===== src/rtl/periph_fifo_id_pkg.sv =====
// Shared defaults and helpers for the peripheral request FIFO.
// Build option: PERIPH_FIFO_ID_RESP_REG_EN registers the response path.
package periph_fifo_id_pkg;

  localparam int unsigned ADDR_W_DEF = 32;
  localparam int unsigned DATA_W_DEF = 32;
  localparam int unsigned ID_W_DEF   = 8;
  localparam int unsigned DEPTH_DEF  = 4;
  localparam int unsigned MAX_OT_DEF = 8;

  function automatic int unsigned cnt_width(input int unsigned n);
    return $clog2(n + 1);
  endfunction

endpackage


===== src/rtl/periph_fifo_id_mem.sv =====
// Request storage: DEPTH x DW array with wrap pointers, count and flush.
// Head entry is read combinationally; storage resets to zero.
module periph_fifo_id_mem
  import periph_fifo_id_pkg::*;
#(
  parameter int unsigned DW    = 8,
  parameter int unsigned DEPTH = DEPTH_DEF,
  localparam int unsigned CW   = cnt_width(DEPTH),
  localparam int unsigned AW   = $clog2(DEPTH)
) (
  input  logic          clk_i,
  input  logic          rst_ni,
  input  logic          flush_i,
  input  logic          push_i,
  input  logic          pop_i,
  input  logic [DW-1:0] wdata_i,
  output logic [DW-1:0] rdata_o,
  output logic [CW-1:0] count_o,
  output logic          full_o,
  output logic          empty_o
);

  logic [DW-1:0] mem_q [DEPTH];
  logic [AW-1:0] wptr_q, wptr_d;
  logic [AW-1:0] rptr_q, rptr_d;
  logic [CW-1:0] cnt_q, cnt_d;
  logic          do_push, do_pop;

  assign full_o  = (cnt_q == CW'(DEPTH));
  assign empty_o = (cnt_q == '0);
  assign count_o = cnt_q;
  assign rdata_o = mem_q[rptr_q];

  assign do_push = push_i & ~full_o;
  assign do_pop  = pop_i & ~empty_o;

  always_comb begin
    wptr_d = wptr_q;
    rptr_d = rptr_q;
    cnt_d  = cnt_q;
    if (flush_i) begin
      wptr_d = '0;
      rptr_d = '0;
      cnt_d  = '0;
    end else begin
      if (do_push) wptr_d = wptr_q + AW'(1);
      if (do_pop)  rptr_d = rptr_q + AW'(1);
      unique case ({do_push, do_pop})
        2'b10:   cnt_d = cnt_q + CW'(1);
        2'b01:   cnt_d = cnt_q - CW'(1);
        default: cnt_d = cnt_q;
      endcase
    end
  end

  always_ff @(posedge clk_i or negedge rst_ni) begin
    if (!rst_ni) begin
      wptr_q <= '0;
      rptr_q <= '0;
      cnt_q  <= '0;
      for (int i = 0; i < int'(DEPTH); i++) mem_q[i] <= '0;
    end else begin
      wptr_q <= wptr_d;
      rptr_q <= rptr_d;
      cnt_q  <= cnt_d;
      if (do_push && !flush_i) mem_q[wptr_q] <= wdata_i;
    end
  end

endmodule


===== src/rtl/periph_fifo_id_ot.sv =====
// Peripheral request buffer with outstanding-transaction limiter.
// Build option: PERIPH_FIFO_ID_RESP_REG_EN registers the response path.
module periph_fifo_id_ot
  import periph_fifo_id_pkg::*;
#(
  parameter int unsigned ADDR_WIDTH      = ADDR_W_DEF,
  parameter int unsigned DATA_WIDTH      = DATA_W_DEF,
  parameter int unsigned ID_WIDTH        = ID_W_DEF,
  parameter int unsigned BYTE_ENABLE_BIT = DATA_WIDTH / 8,
  parameter int unsigned DEPTH           = DEPTH_DEF,
  parameter int unsigned MAX_OUTSTANDING = MAX_OT_DEF,
  localparam int unsigned IW = cnt_width(MAX_OUTSTANDING)
) (
  input  logic                       clk_i,
  input  logic                       rst_ni,
  input  logic                       flush_i,
  input  logic                       data_req_i,
  input  logic [ADDR_WIDTH-1:0]      data_add_i,
  input  logic                       data_we_n_i,
  input  logic [DATA_WIDTH-1:0]      data_wdata_i,
  input  logic [BYTE_ENABLE_BIT-1:0] data_be_i,
  input  logic [ID_WIDTH-1:0]        data_id_i,
  output logic                       data_gnt_o,
  output logic                       data_req_o,
  output logic [ADDR_WIDTH-1:0]      data_add_o,
  output logic                       data_we_n_o,
  output logic [DATA_WIDTH-1:0]      data_wdata_o,
  output logic [BYTE_ENABLE_BIT-1:0] data_be_o,
  output logic [ID_WIDTH-1:0]        data_id_o,
  input  logic                       data_gnt_i,
  input  logic                       data_r_valid_i,
  input  logic                       data_r_opc_i,
  input  logic [ID_WIDTH-1:0]        data_r_id_i,
  input  logic [DATA_WIDTH-1:0]      data_r_rdata_i,
  output logic                       data_r_valid_o,
  output logic                       data_r_opc_o,
  output logic [ID_WIDTH-1:0]        data_r_id_o,
  output logic [DATA_WIDTH-1:0]      data_r_rdata_o,
  output logic [IW-1:0]              inflight_o,
  output logic                       busy_o,
  output logic                       resp_err_o
);

  localparam int unsigned CW = cnt_width(DEPTH);

  typedef struct packed {
    logic [ADDR_WIDTH-1:0]      add;
    logic                       we_n;
    logic [DATA_WIDTH-1:0]      wdata;
    logic [BYTE_ENABLE_BIT-1:0] be;
    logic [ID_WIDTH-1:0]        id;
  } req_t;

  req_t          wr_req, hd_req;
  logic [CW-1:0] count;
  logic          full, empty, push, pop;
  logic [IW-1:0] inflight_q, inflight_d;
  logic [IW:0]   inc_v, dec_v;
  logic          err_q, err_d;

  assign wr_req = '{
    add:   data_add_i,
    we_n:  data_we_n_i,
    wdata: data_wdata_i,
    be:    data_be_i,
    id:    data_id_i
  };

  assign data_gnt_o = ~full & ~flush_i
                    & (inflight_q < IW'(MAX_OUTSTANDING));
  assign data_req_o = ~empty & ~flush_i;
  assign push       = data_req_i & data_gnt_o;
  assign pop        = data_req_o & data_gnt_i;

  periph_fifo_id_mem #(
    .DW    ($bits(req_t)),
    .DEPTH (DEPTH)
  ) u_mem (
    .clk_i   (clk_i),
    .rst_ni  (rst_ni),
    .flush_i (flush_i),
    .push_i  (push),
    .pop_i   (pop),
    .wdata_i (wr_req),
    .rdata_o (hd_req),
    .count_o (count),
    .full_o  (full),
    .empty_o (empty)
  );

  assign data_add_o   = hd_req.add;
  assign data_we_n_o  = hd_req.we_n;
  assign data_wdata_o = hd_req.wdata;
  assign data_be_o    = hd_req.be;
  assign data_id_o    = hd_req.id;

  // Flushed entries were counted as accepted but will never be answered.
  always_comb begin
    inc_v = {1'b0, inflight_q} + (IW+1)'(push);
    dec_v = (IW+1)'(data_r_valid_i);
    if (flush_i) dec_v = dec_v + (IW+1)'(count);
    inflight_d = '0;
    if (inc_v >= dec_v) inflight_d = IW'(inc_v - dec_v);
    err_d = err_q | (data_r_valid_i & (inflight_q == '0));
  end

  always_ff @(posedge clk_i or negedge rst_ni) begin
    if (!rst_ni) begin
      inflight_q <= '0;
      err_q      <= 1'b0;
    end else begin
      inflight_q <= inflight_d;
      err_q      <= err_d;
    end
  end

  assign inflight_o = inflight_q;
  assign busy_o     = (inflight_q != '0);
  assign resp_err_o = err_q;

`ifdef PERIPH_FIFO_ID_RESP_REG_EN
  logic                  rvalid_q;
  logic                  ropc_q;
  logic [ID_WIDTH-1:0]   rid_q;
  logic [DATA_WIDTH-1:0] rdata_q;

  always_ff @(posedge clk_i or negedge rst_ni) begin
    if (!rst_ni) begin
      rvalid_q <= 1'b0;
      ropc_q   <= 1'b0;
      rid_q    <= '0;
      rdata_q  <= '0;
    end else begin
      rvalid_q <= data_r_valid_i;
      if (data_r_valid_i) begin
        ropc_q  <= data_r_opc_i;
        rid_q   <= data_r_id_i;
        rdata_q <= data_r_rdata_i;
      end
    end
  end

  assign data_r_valid_o = rvalid_q;
  assign data_r_opc_o   = ropc_q;
  assign data_r_id_o    = rid_q;
  assign data_r_rdata_o = rdata_q;
`else
  assign data_r_valid_o = data_r_valid_i;
  assign data_r_opc_o   = data_r_opc_i;
  assign data_r_id_o    = data_r_id_i;
  assign data_r_rdata_o = data_r_rdata_i;
`endif

endmodule


===== config.mk =====
export PLATFORM = sky130hd
export DESIGN_NAME = periph_fifo_id_ot
export DESIGN_NICKNAME = d
export VERILOG_FILES = /design/src/rtl/periph_fifo_id_pkg.sv /design/src/rtl/periph_fifo_id_mem.sv /design/src/rtl/periph_fifo_id_ot.sv
export SDC_FILE = /design/constraint.sdc
export NUM_CORES = 1
export LEC_CHECK = 0
export ABC_AREA = 0
export BUFFER_PORTS_ARGS = -buffer_cell sky130_fd_sc_hd__buf_2
export CORE_UTILIZATION = 31
export CTS_BUF_LIST = sky130_fd_sc_hd__clkbuf_8
export DETAILED_ROUTE_END_ITERATION = 6
export SETUP_SLACK_MARGIN = 0.02
export SYNTH_ARGS = -nofsm -noshare
export SYNTH_HDL_FRONTEND = slang
export SYNTH_SLANG_ARGS = --single-unit

===== constraint.sdc =====
create_clock -name clk_i -period 3.88 [get_ports clk_i]
set_clock_uncertainty 0.1 [all_clocks]
set_input_delay 1.164 -clock clk_i [delete_from_list [all_inputs] [get_ports clk_i]]
set_output_delay 1.164 -clock clk_i [all_outputs]
set_load 0.005 [all_outputs]

==> results.tsv <==
stage	metric	value	unit
status	status	finished, final reports clean	
clock_network	Clock Latency Late Sink	0.63	ns
logic_synthesis	synth unique cells	40	
clock_network	CTS Buf Count	57	
sta	worst slew pin tran	0.783	ns
pwr	Final Power	12700	µW
setup_path	Crit Reg-Reg Startpoint	inflight_o[3]$_DFF_PN0_	
finish	Area growth syn-to-layout	16.0	%
global_routing	pin count of the biggest net entering global routing	71	
hold_path	hold crit path type	input port to async pin	
placed_design	global placement routability congestion	0.736	
sta	RSZ-0062 raised after global routing	no	
floorplan	# rows	80	
pwr	Worst VDD drop	0.333	mV
placed_design	post-DP HPWL	18700	µm
route	Detail Route Antenna Nets	0	
logic_synthesis	#FFs+latches synth	320	
sta	Hold Fails Final Rpt	0	
sta	post-route setup TNS	0	ns
logic_synthesis	Post-Syn Nets	1021	
floorplan	Chip Width	222	µm
setup_path	CP Max Fanout	21	
clock_network	CTS resizes	0	
sta	period utilization	0.899	
route	M1 WL	14200	µm
clock_network	CTS Buffer Depth	3	
floorplan	die area	49100	µm²
route	number of vias per cell	4.73	
route	mean routed wirelength per cell	18.4	µm
logic_synthesis	register area share after synthesis	0.536	
pwr	Leakage	0.00843	µW
global_routing	via count of the first global-routing pass	9050	
finish	share of post-route cells with drive strength above 1	0.618	
route	via count	7992	
route	wire length on met3	1500	µm
setup_path	Crit Path Category	flip-flop to output pin	
floorplan	DIE HEIGHT	222	µm
sta	post-layout min period	3.49	ns
setup_path	Crit path required time	2.62	ns
clock_network	clk root buf	clkbuf_8	
sta	Slew HR	0.478	
finish	FILL cells	4521	
clock_network	Hold-fix buffers, CTS	0	
setup_path	R2R cell count	9	
clock_network	htree depth	2	
setup_path	FF-to-FF End	inflight_o[3]$_DFF_PN0_	
route	DRC violations left	0	
pwr	power density cells	735	nW/µm²
floorplan	Initial Utilization	0.314	
logic_synthesis	Post-Syn Instances	883	
global_routing	first-pass GRT wire length	50900	µm
clock_network	CTS tree	done	
logic_synthesis	Synthesis Warnings	0	
route	DR top layer	met4	
setup_path	Worst Setup End Kind	output pin	
floorplan	I/O pins	251	
route	met2 wire len	14700	µm
sta	max-slew violations	0	
setup_path	WP data arrival	2.23	ns
route	WL final	31100	µm
route	Iter 0 DRT Violations	288	
global_routing	initial antenna violation count	0	
run	Max Cap Violations	0	
floorplan	Core Region	47600	µm²
global_routing	overall routing resource usage	0.130	
global_routing	Congestion Overflow GR	0	
clock_network	postcts setup bufs	0	
route	Pre-antenna DRT Iters	4	
logic_synthesis	Netlist Area Pre-Place	15000	µm²
logic_synthesis	average size of a mapped cell	16.9	µm²
sta	f_max	0.287	GHz
placed_design	number of port buffers	168	
sta	final setup fails	0	
clock_network	CTS clock-pin slew for the worst setup and hold paths	0.06	ns
setup_path	Worst R2R Setup Slack	1.12	ns
clock_network	clk sinks	320	
setup_path	CP startpoint kind	flip-flop	
finish	nets	1174	
sequential cells by signal (all words and copies together) (netlist names):
name,cells
u_mem.mem_q,308
inflight_o,4
u_mem.count_o,3
u_mem.rptr_q,2
u_mem.wptr_q,2
resp_err_o,1
metrics by stage:
stage          utilization  setup slack (ns)  hold slack [ns]  cell area [µm²]  cells
2_1_floorplan            -            0.0837            0.368            15000    883
3_3_place_gp         0.340             0.368            0.362            16200   1592
3_5_place_dp         0.340             0.316            0.369            16200   1592
4_1_cts              0.364             0.298            0.326            17300   1690
5_1_grt              0.364             0.285            0.363            17300   1690
6_report             0.364             0.390            0.382            17300   1691
power breakdown:
group	internal (µW)	switching, µW
clock network	1680	1390
registers	4560	657
logic	2830	1630
worst max path at each step:
stage / to / from / depth (start not counted)
4_1_cts: data_wdata_o[19] / u_mem.rptr_q[1]$_DFFE_PN0P_ / 3
5_1_grt: data_wdata_o[31] / u_mem.rptr_q[0]$_DFFE_PN0P_ / 3
3_3_place_gp: inflight_o[3]$_DFF_PN0_ / flush_i / 10
3_5_place_dp: inflight_o[3]$_DFF_PN0_ / flush_i / 10
6_report: data_wdata_o[19] / u_mem.rptr_q[1]$_DFFE_PN0P_ / 3
2_1_floorplan: inflight_o[3]$_DFF_PN0_ / flush_i / 11
routing by layer:
metal  vias up  GRT usage
li1       3512          -
met1      4237      0.175
met2       180      0.202
met3        63     0.0325
met4         0     0.0482
met5         -          0
critical path, cell delays in order, from the launching register on:
cell and delay (ns):
dfrtp_4 0.67, buf_4 0.39, mux4_2 0.38, buf_2 0.15
synth_stat cells, drive strengths merged:
master,n,area [µm²]
and3,1,6.26
mux4,77,1730
nor3,3,15.0
nand3b,1,7.51
a21oi,6,41.3
mux2i,2,20.0
o21bai,1,7.51
nand2b,1,6.26
xnor2,2,17.5
nand4,2,12.5
mux2,309,3930
ha,12,150
o32ai,1,8.76
buf,83,614
inv,9,33.8
clkbuf,13,48.8
or4,1,7.51
nor3b,1,7.51
nor2,7,26.3
or3b,1,8.76
dfrtp,320,8010
o311a,1,10.0
a31oi,1,6.26
a211oi,1,7.51
xor2,6,52.6
o21a,1,7.51
nand2,9,63.8
nor2b,2,12.5
o21ai,3,15.0
nand3,1,5.00
and2,1,6.26
fa,2,40.0
a221oi,1,8.76
or3,1,6.26
kinds of logic (layout without fill, tap and decap cells):
family / Yosys count / count (layout) / share of synthesized area
AO/OA/AOI/OAI: 16 / 16 / 0.00753
XOR/XNOR: 8 / 8 / 0.00469
adder cells (fa/ha/maj): 14 / 14 / 0.0127
buffers and inverters: 105 / 297 / 0.0466
flip-flops: 320 / 320 / 0.536
multiplexers: 388 / 388 / 0.380
other: 0 / 1 / 0
AND/OR/NAND/NOR: 32 / 32 / 0.0128
layout make-up:
type | instances | area, µm² | area share
Antenna cell | 1 | 2.50 | 0.000144
Clock buffer | 66 | 908 | 0.0524
Clock inverter | 32 | 206 | 0.0119
Inverter | 9 | 33.8 | 0.00195
Multi-Input combinational cell | 458 | 6280 | 0.362
Sequential cell | 320 | 8020 | 0.462
Tap cell | 615 | 769 | 0.0444
Timing Repair Buffer | 190 | 1130 | 0.0651
cells in the final DEF (no fill, tap or decap), types with 3 or more instances in the layout:
cell type    n
clkinv_2     7
nor2_1       7
buf_4       13
a21oi_1      5
buf_2      167
o21ai_0      3
buf_12       9
nor3_1       3
clkbuf_8    66
xor2_1       6
mux4_2      77
mux2_2     189
ha_1         9
inv_1       29
dfrtp_1    318
nand2_4      4
mux2_4     120
nand2_1      5
Power figures use the tool's default switching activity.
